===== config.mk =====
export PLATFORM = sky130hd
export DESIGN_NAME = mem_arbiter
export DESIGN_NICKNAME = d
export VERILOG_FILES = /design/src/rtl/mem_arbiter.sv
export SDC_FILE = /design/constraint.sdc
export NUM_CORES = 1
export LEC_CHECK = 0
export BUFFER_PORTS_ARGS = -buffer_cell sky130_fd_sc_hd__buf_2
export CAP_MARGIN = 25
export CORE_MARGIN = 2
export CORE_UTILIZATION = 56
export CTS_CLUSTER_SIZE = 20
export DETAILED_ROUTE_END_ITERATION = 10
export PLACE_DENSITY = 0.79
export SKIP_CTS_REPAIR_TIMING = 1
export SLEW_MARGIN = 25
export SYNTH_ARGS = -nofsm -noshare
export SYNTH_HDL_FRONTEND = slang
export SYNTH_SLANG_ARGS = --single-unit

===== constraint.sdc =====
create_clock -name clk -period 4.5 [get_ports clk]
set_input_delay 0.675 -clock clk [delete_from_list [all_inputs] [get_ports clk]]
set_output_delay 0.675 -clock clk [all_outputs]
set_load 0.02 [all_outputs]

===== src/rtl/mem_arbiter.sv =====
// rtl/mem_arbiter.sv - two-port posted-write arbiter onto the single mem_ctrl write port
//
// Purpose: each requester (port 0 = core, port 1 = aux master) has a DEPTH-entry
// posted-write FIFO. A round-robin scheduler drains at most one write per cycle
// into registered mem_addr/mem_data/mem_we outputs.
//
// Ports:
//   clk, rst_n            clock (rising edge), asynchronous active-low reset
//   p0_valid/ready/addr/data  port 0 write request handshake and payload
//   p1_valid/ready/addr/data  port 1 write request handshake and payload
//   mem_addr, mem_data    registered write address/data to mem_ctrl
//   mem_we                registered write strobe, one cycle per write
//   busy                  any FIFO non-empty or a write strobe in flight
module mem_arbiter #(
    parameter int DEPTH  = 2,
    parameter int ADDR_W = 32,
    parameter int DATA_W = 32
) (
    input  logic              clk,
    input  logic              rst_n,
    input  logic              p0_valid,
    output logic              p0_ready,
    input  logic [ADDR_W-1:0] p0_addr,
    input  logic [DATA_W-1:0] p0_data,
    input  logic              p1_valid,
    output logic              p1_ready,
    input  logic [ADDR_W-1:0] p1_addr,
    input  logic [DATA_W-1:0] p1_data,
    output logic [ADDR_W-1:0] mem_addr,
    output logic [DATA_W-1:0] mem_data,
    output logic              mem_we,
    output logic              busy
);
    localparam int PTR_W = $clog2(DEPTH);
    localparam int CNT_W = PTR_W + 1;
    localparam logic [CNT_W-1:0] FULL_CNT = CNT_W'(DEPTH);

    logic [ADDR_W-1:0] addr_q  [2][DEPTH];
    logic [DATA_W-1:0] data_q  [2][DEPTH];
    logic [PTR_W-1:0]  wr_ptr  [2];
    logic [PTR_W-1:0]  rd_ptr  [2];
    logic [CNT_W-1:0]  count   [2];
    logic [ADDR_W-1:0] in_addr [2];
    logic [DATA_W-1:0] in_data [2];
    logic [1:0]        in_valid;
    logic [1:0]        ready;
    logic [1:0]        nonempty;
    logic [1:0]        push;
    logic [1:0]        pop;
    logic              prio;

    assign in_addr[0] = p0_addr;
    assign in_addr[1] = p1_addr;
    assign in_data[0] = p0_data;
    assign in_data[1] = p1_data;
    assign in_valid   = {p1_valid, p0_valid};

    // Ready depends on the count alone; a same-cycle pop does not free a slot early.
    always_comb begin
        for (int i = 0; i < 2; i++) begin
            ready[i]    = (count[i] != FULL_CNT);
            nonempty[i] = (count[i] != '0);
        end
    end

    assign push     = in_valid & ready;
    assign p0_ready = ready[0];
    assign p1_ready = ready[1];

    // A lone non-empty FIFO is always served; on a tie prio picks the winner.
    always_comb begin
        pop = nonempty;
        if (&nonempty) begin
            pop = prio ? 2'b10 : 2'b01;
        end
    end

    always_ff @(posedge clk or negedge rst_n) begin
        if (!rst_n) begin
            for (int i = 0; i < 2; i++) begin
                wr_ptr[i] <= '0;
                rd_ptr[i] <= '0;
                count[i]  <= '0;
            end
        end else begin
            for (int i = 0; i < 2; i++) begin
                if (push[i]) begin
                    wr_ptr[i] <= wr_ptr[i] + 1'b1;
                end
                if (pop[i]) begin
                    rd_ptr[i] <= rd_ptr[i] + 1'b1;
                end
                if (push[i] && !pop[i]) begin
                    count[i] <= count[i] + 1'b1;
                end else if (!push[i] && pop[i]) begin
                    count[i] <= count[i] - 1'b1;
                end
            end
        end
    end

    // Payload storage needs no reset: entries are only read while counted valid.
    always_ff @(posedge clk) begin
        for (int i = 0; i < 2; i++) begin
            if (push[i]) begin
                addr_q[i][wr_ptr[i]] <= in_addr[i];
                data_q[i][wr_ptr[i]] <= in_data[i];
            end
        end
    end

    // The port just served loses the next tie.
    always_ff @(posedge clk or negedge rst_n) begin
        if (!rst_n) begin
            mem_addr <= '0;
            mem_data <= '0;
            mem_we   <= 1'b0;
            prio     <= 1'b0;
        end else begin
            mem_we <= |pop;
            if (pop[0]) begin
                mem_addr <= addr_q[0][rd_ptr[0]];
                mem_data <= data_q[0][rd_ptr[0]];
                prio     <= 1'b1;
            end else if (pop[1]) begin
                mem_addr <= addr_q[1][rd_ptr[1]];
                mem_data <= data_q[1][rd_ptr[1]];
                prio     <= 1'b0;
            end
        end
    end

    assign busy = nonempty[0] | nonempty[1] | mem_we;

endmodule


## Yosys cells after proc, flatten, opt, wreduce, memory -nomap -nowiden

Memories as Yosys holds them, arrays and structs flattened.
Index checks and enable logic that the tools add are counted.

| word-level totals | value |
|---|---|
| flip-flop bits (word level) | 74 |
| bits in latches | 0 |
| bits in writable memories | 256 |
| bits in read-only memories | 0 |
| output and inout port bits | 68 |
| word-level logic and storage cells | 84 |
| memories kept | 2 |

| cells by class | value |
|---|---|
| add/sub/neg operators | 8 |
| $mul | 0 |
| div/mod/pow operators | 0 |
| $lt $le $gt $ge | 6 |
| equality and inequality tests | 2 |
| shifts and indexed selects | 0 |
| mux-type cells | 32 |
| bitwise operators | 7 |
| reduce and logical (&&, ||, !) cells | 17 |

Memory list:

| memory | words | bits a word | rd ports | clocked after Yosys merged registers in | wr ports | RTL line | text |
|---|---|---|---|---|---|---|---|
| addr_q | 2 | 64 | 2 | 0 | 2 | 38 | `logic [ADDR_W-1:0] addr_q [2][DEPTH];` |
| data_q | 2 | 64 | 2 | 0 | 2 | 39 | `logic [DATA_W-1:0] data_q [2][DEPTH];` |

Operators with widths:

| operator | number |
|---|---|
| 2-to-1 mux 32 bit | 18 |
| 2-to-1 mux 64 bit | 2 |
| demux 32 bit (select 1 bit) | 2 |
| 2-to-1 mux 2 bit | 6 |
| nonzero test 2 bit | 5 |
| >= comparator 2 bit, second input constant | 4 |
| NOT 1 -> 2 bit | 4 |
| logical AND 1 bit | 6 |
| adder 1 bit, second input constant | 4 |
| adder 2 x 1 -> 2 bit, second input constant | 2 |
| logical NOT 1 bit | 4 |
| less-than comparator 2 x 1 -> 1 bit, second input constant | 2 |
| 2-to-1 mux 1 bit | 4 |
| inequality test 2 bit, second input constant | 2 |
| subtractor 2 x 1 -> 2 bit, second input constant | 2 |
| AND 2 bit | 1 |
| OR 1 bit | 2 |
| AND reduction 2 bit | 1 |
| OR reduction 2 bit | 1 |

## Depth between registers and ports, before layout

| depth | value |
|---|---|
| depth after elaboration | 6 |
| mapped depth | 8 |
| depth with buffers taken out | 7 |

## Least setup slack after synthesis

OpenSTA, ideal clock, no wires.

| path | value |
|---|---|
| path type | reg-to-reg |
| start | register count[0] (netlist name) |
| end | memory addr_q[0][100] (netlist name), enable pin |
| arrival | 3518 ps |
| required time | 4014 ps |
| path slack | 496 ps |
| stages on the path, launching flop included | 5 |
| buffers on the path | 1 |
| path through | dfrtp_1 > buf_6 > nand2b_1 > nand2_1 > nor2_1 |

RTL lines:

| element | RTL line | text |
|---|---|---|
| start, declared | 42 | `logic [CNT_W-1:0] count [2];` |
| start signal, assigned by index | 94 | `count[i] <= count[i] + 1'b1;` |
| start signal, assigned by index | 96 | `count[i] <= count[i] - 1'b1;` |
| end, declared | 38 |  |

## Worst setup path after layout

| path | value |
|---|---|
| start | register count[0] (netlist name) |
| end | output busy |

| on the way | value |
|---|---|
| longest elaborated chain between the ends | 3 |

Ends and longest elaborated chain:

| element | RTL line | text |
|---|---|---|
| nonzero test 2 bit | 62 | `nonempty[i] = (count[i] != '0);` |
| OR 1 bit (2 in series) | 133 | `assign busy = nonempty[0] \| nonempty[1] \| mem_we;` |
| end, declared | 32 | `output logic busy` |

No other way between the ends.

==> impl_metrics.csv <==
group,metric,value,unit
floorplan,fp.dieH,155.9,um
place,hpwlAfterDp,15590,um
yosys,yosysTopAreaCellShare,59.48,%
yosys,synth_nets,868,
setup_path,critical_path.max_stage_delay,0.88,ns
setup_path,path_cells,"or4_4 > or2_1 > buf_2",
power_and_ir_drop,combinationalPowerShare,33.0,%
finish,layoutNonFillerInstCount,1244,
job,timing.max_cap.violations,0,
drt,ant_nets,0,
yosys,synth.most_common_cell,"edfxtp_1",
drt,drt-initial-drc-count,484,
drt,drt-pass1-iter-count,5,
timing,finalHoldViolations,0,
setup_path,worstPathMaxFanout,55,
power_and_ir_drop,sw_frac_of_total,33.38,%
timing,slew-limit-headroom,35.36,%
yosys,syn_area,12920,sq um
power_and_ir_drop,power.total,11.57,mW
setup_path,crit_type,"flop to output port",
yosys,ys.warnings.count,0,
global_routing,total_congestion_overflow_after_global_routing,0,
drt,drcViolationCount,0,
clock_network,clock_insertion_delay_worst_skew,0.51,ns
timing,finalWorstPathRequiredPeriod,3.027,ns
clock_network,h-tree-depth,2,
clock_network,root_buffer,"clkbuf_16",
yosys,avg_synthesized_cell_area,17.61,sq um
timing,upper_clock_frequency_limit,330.3,MHz
finish,final_instance_area,15360,sq um
finish,layout_fillers,1505,
yosys,synthTopCellsByArea,"edfxtp_1, dfrtp_1, a311oi_2",
power_and_ir_drop,worst_ir_drop_vdd,0.6136,mV
drt,total_via_count_in_the_routed_design,7079,
setup_path,path_buf_inv,1,
global_routing,grt_pass1_wl,39300,um
yosys,synth.distinct_cells,25,
timing,grt_setup_unrepaired,"false",
setup_path,cpLargestDelayFamily,"simple AND/OR/NAND/NOR gates",
clock_network,tritoncts,"yes",
floorplan,floorplan.die_area,24310,sq um
floorplan,floorplan.core_area,22640,sq um
floorplan,fp.dieW,155.9,um
floorplan,ioPinCount,200,
finish,fin_nets,1062,
timing,finalSetupViolCount,0,
place,placedInstanceArea,14130,sq um
drt,route.final.wire_length,25570,um
yosys,synth.ff_latch_count,330,
yosys,synth_common_cells,"edfxtp_1, dfrtp_1, nor2_1",
setup_path,end_kind,"output port",
global_routing,initial_antenna_violation_count,7,
timing,layout_worst_path_cycle_share,67.27,%
drt,wl_per_cell,20.55,um
place,placement.setup.worst_slack,1.733,ns
place,port_buffers,199,
drt,via_density,5.691,
power_and_ir_drop,switching_power,3.863,mW
place,globalplace.congestion,0.7174,
finish,flow.area_growth_from_synthesis,18.84,%
place,place_inst,1176,
timing,layout_setup_ws,1.473,ns
setup_path,startpoint_type,"flop",
outcome,outcome,"finished clean",
setup_path,critical_path_required,3.83,ns
setup_path,worstPathArrival,2.35,ns
clock_network,numClockSinks,330,
clock_network,cts_inserted_buffers,34,
timing,setup_tns,0,ns
yosys,netlist.top_cell.by_area,"edfxtp_1",
power_and_ir_drop,clockPowerShare,25.2,%
finish,postLayoutCoreUtil,67.84,%
global_routing,grt_max_degree,77,
yosys,synthCells,734,
finish,share_of_layout_cells_above_drive_strength_1,41.55,%
timing,clock_skew,0.01095,ns
power_and_ir_drop,seq_power_share,41.9,%
yosys,synth_flop_cell,"edfxtp_1",
timing,hold-worst-slack,0.2180,ns
min_path,hold_path.class,"primary input to asynchronous set/reset pin",
power_and_ir_drop,pwr_density_cell,753.6,nW/um^2
timing,timing.final.max_slew_violations,0,
yosys,synth-async-reset-ratio,22.42,%
global_routing,grt_pass1_vias,7217,
yosys,synth_seq_area_share,73.81,%
setup_path,critical-path-slowest-cell,"or4_4",
power_and_ir_drop,leakage,5.734,nW
clock_network,clkSlewWorstSetupHoldPaths,0.06,ns
clock_network,cts.path.max_buffers,3,
floorplan,core.rowCount,55,
timing,timing_worst_slew_pin_value,0.9696,ns
yosys,synth_edf_count,256,
floorplan,initial_core_util,57.08,%
power_and_ir_drop,power.internal,7.711,mW
global_routing,grt.total_usage,21.16,%
placed cells by master (no fill, tap or decap):
master / instances
mux2_2: 64
mux2i_1: 64
clkinv_2: 2
nand2b_1: 2
o22ai_1: 1
dfrtp_1: 72
xor2_1: 4
buf_6: 1
clkinv_1: 4
clkinvlp_4: 2
clkbuf_16: 37
or4_4: 1
a311oi_2: 64
ha_1: 2
nor3_1: 64
nand2_1: 3
inv_1: 2
buf_4: 8
clkinv_4: 1
diode_2: 6
o21a_2: 1
bufinv_16: 5
buf_16: 2
o21ai_0: 1
edfxtp_1: 256
dfrtp_4: 2
or2_1: 1
clkbuf_1: 8
clkbuf_8: 2
xnor2_1: 6
or2_4: 1
nor2_1: 67
buf_2: 198
and3_4: 2
nor2_4: 3
flip-flops by register name, indices dropped and copies added (netlist names):
name,flops
addr_q,128
data_q,128
mem_addr,32
mem_data,32
count,4
rd_ptr,2
wr_ptr,2
mem_we,1
prio,1
kinds of logic after synthesis:
family                     Yosys count  share of synthesized area [%]
DFF                                330                          73.81
and+or+nand+nor                    144                          4.947
muxes                              128                          10.53
AOI/OAI and AO/OA                   67                          7.581
buffers and inverters               53                          2.256
xor gates and xnor gates            10                         0.6777
adders and majority gates            2                         0.1936
layout make-up:
cell class | instances | area [sq um] | share of cell area, %
Inverter | 2 | 7.507 | 0.04888
Antenna cell | 6 | 15.01 | 0.09776
Clock inverter | 14 | 198.9 | 1.295
Multi-Input combinational cell | 351 | 3133 | 20.40
Timing Repair Buffer | 209 | 1117 | 7.275
Clock buffer | 47 | 983.4 | 6.403
Sequential cell | 330 | 9547 | 62.16
Tap cell | 285 | 356.6 | 2.322
worst paths after layout:
kind / startpoint / to / slack, ns / cells after the start
max: count[0] / busy / 1.47 / 3
min: rst_n / mem_data[29] / 0.22 / 1
max reg2reg: count[3] / mem_addr[13] / 1.75 / 4
min reg2reg: prio / prio / 0.53 / 1
max in group asynchronous: rst_n / rd_ptr[0] / 3.71 / 1
min in group clk: p1_data[14] / data_q[0][110] / 0.36 / 1
power by group through the flow:
stage	clock network (mW)	registers [mW]	logic, mW
4_1_cts	2.96	4.87	3.85
6_report	2.91	4.85	3.81
3_3_place_gp	0	4.97	3.62
2_1_floorplan	0	5.01	2.66
5_1_grt	3.09	4.94	4.12
3_5_place_dp	0	4.92	3.83
layer usage:
| metal | global-route usage, % | vias up | wire length (um) |
|---|---|---|---|
| met3 | 5.028 | 57 | 1935 |
| met5 | 0 | - | 30 |
| met2 | 35.12 | 252 | 12420 |
| li1 | - | 3261 | - |
| met4 | 7.820 | 4 | 735 |
| met1 | 27.50 | 3505 | 10450 |
No activity file was read; power rests on OpenSTA's default activity.
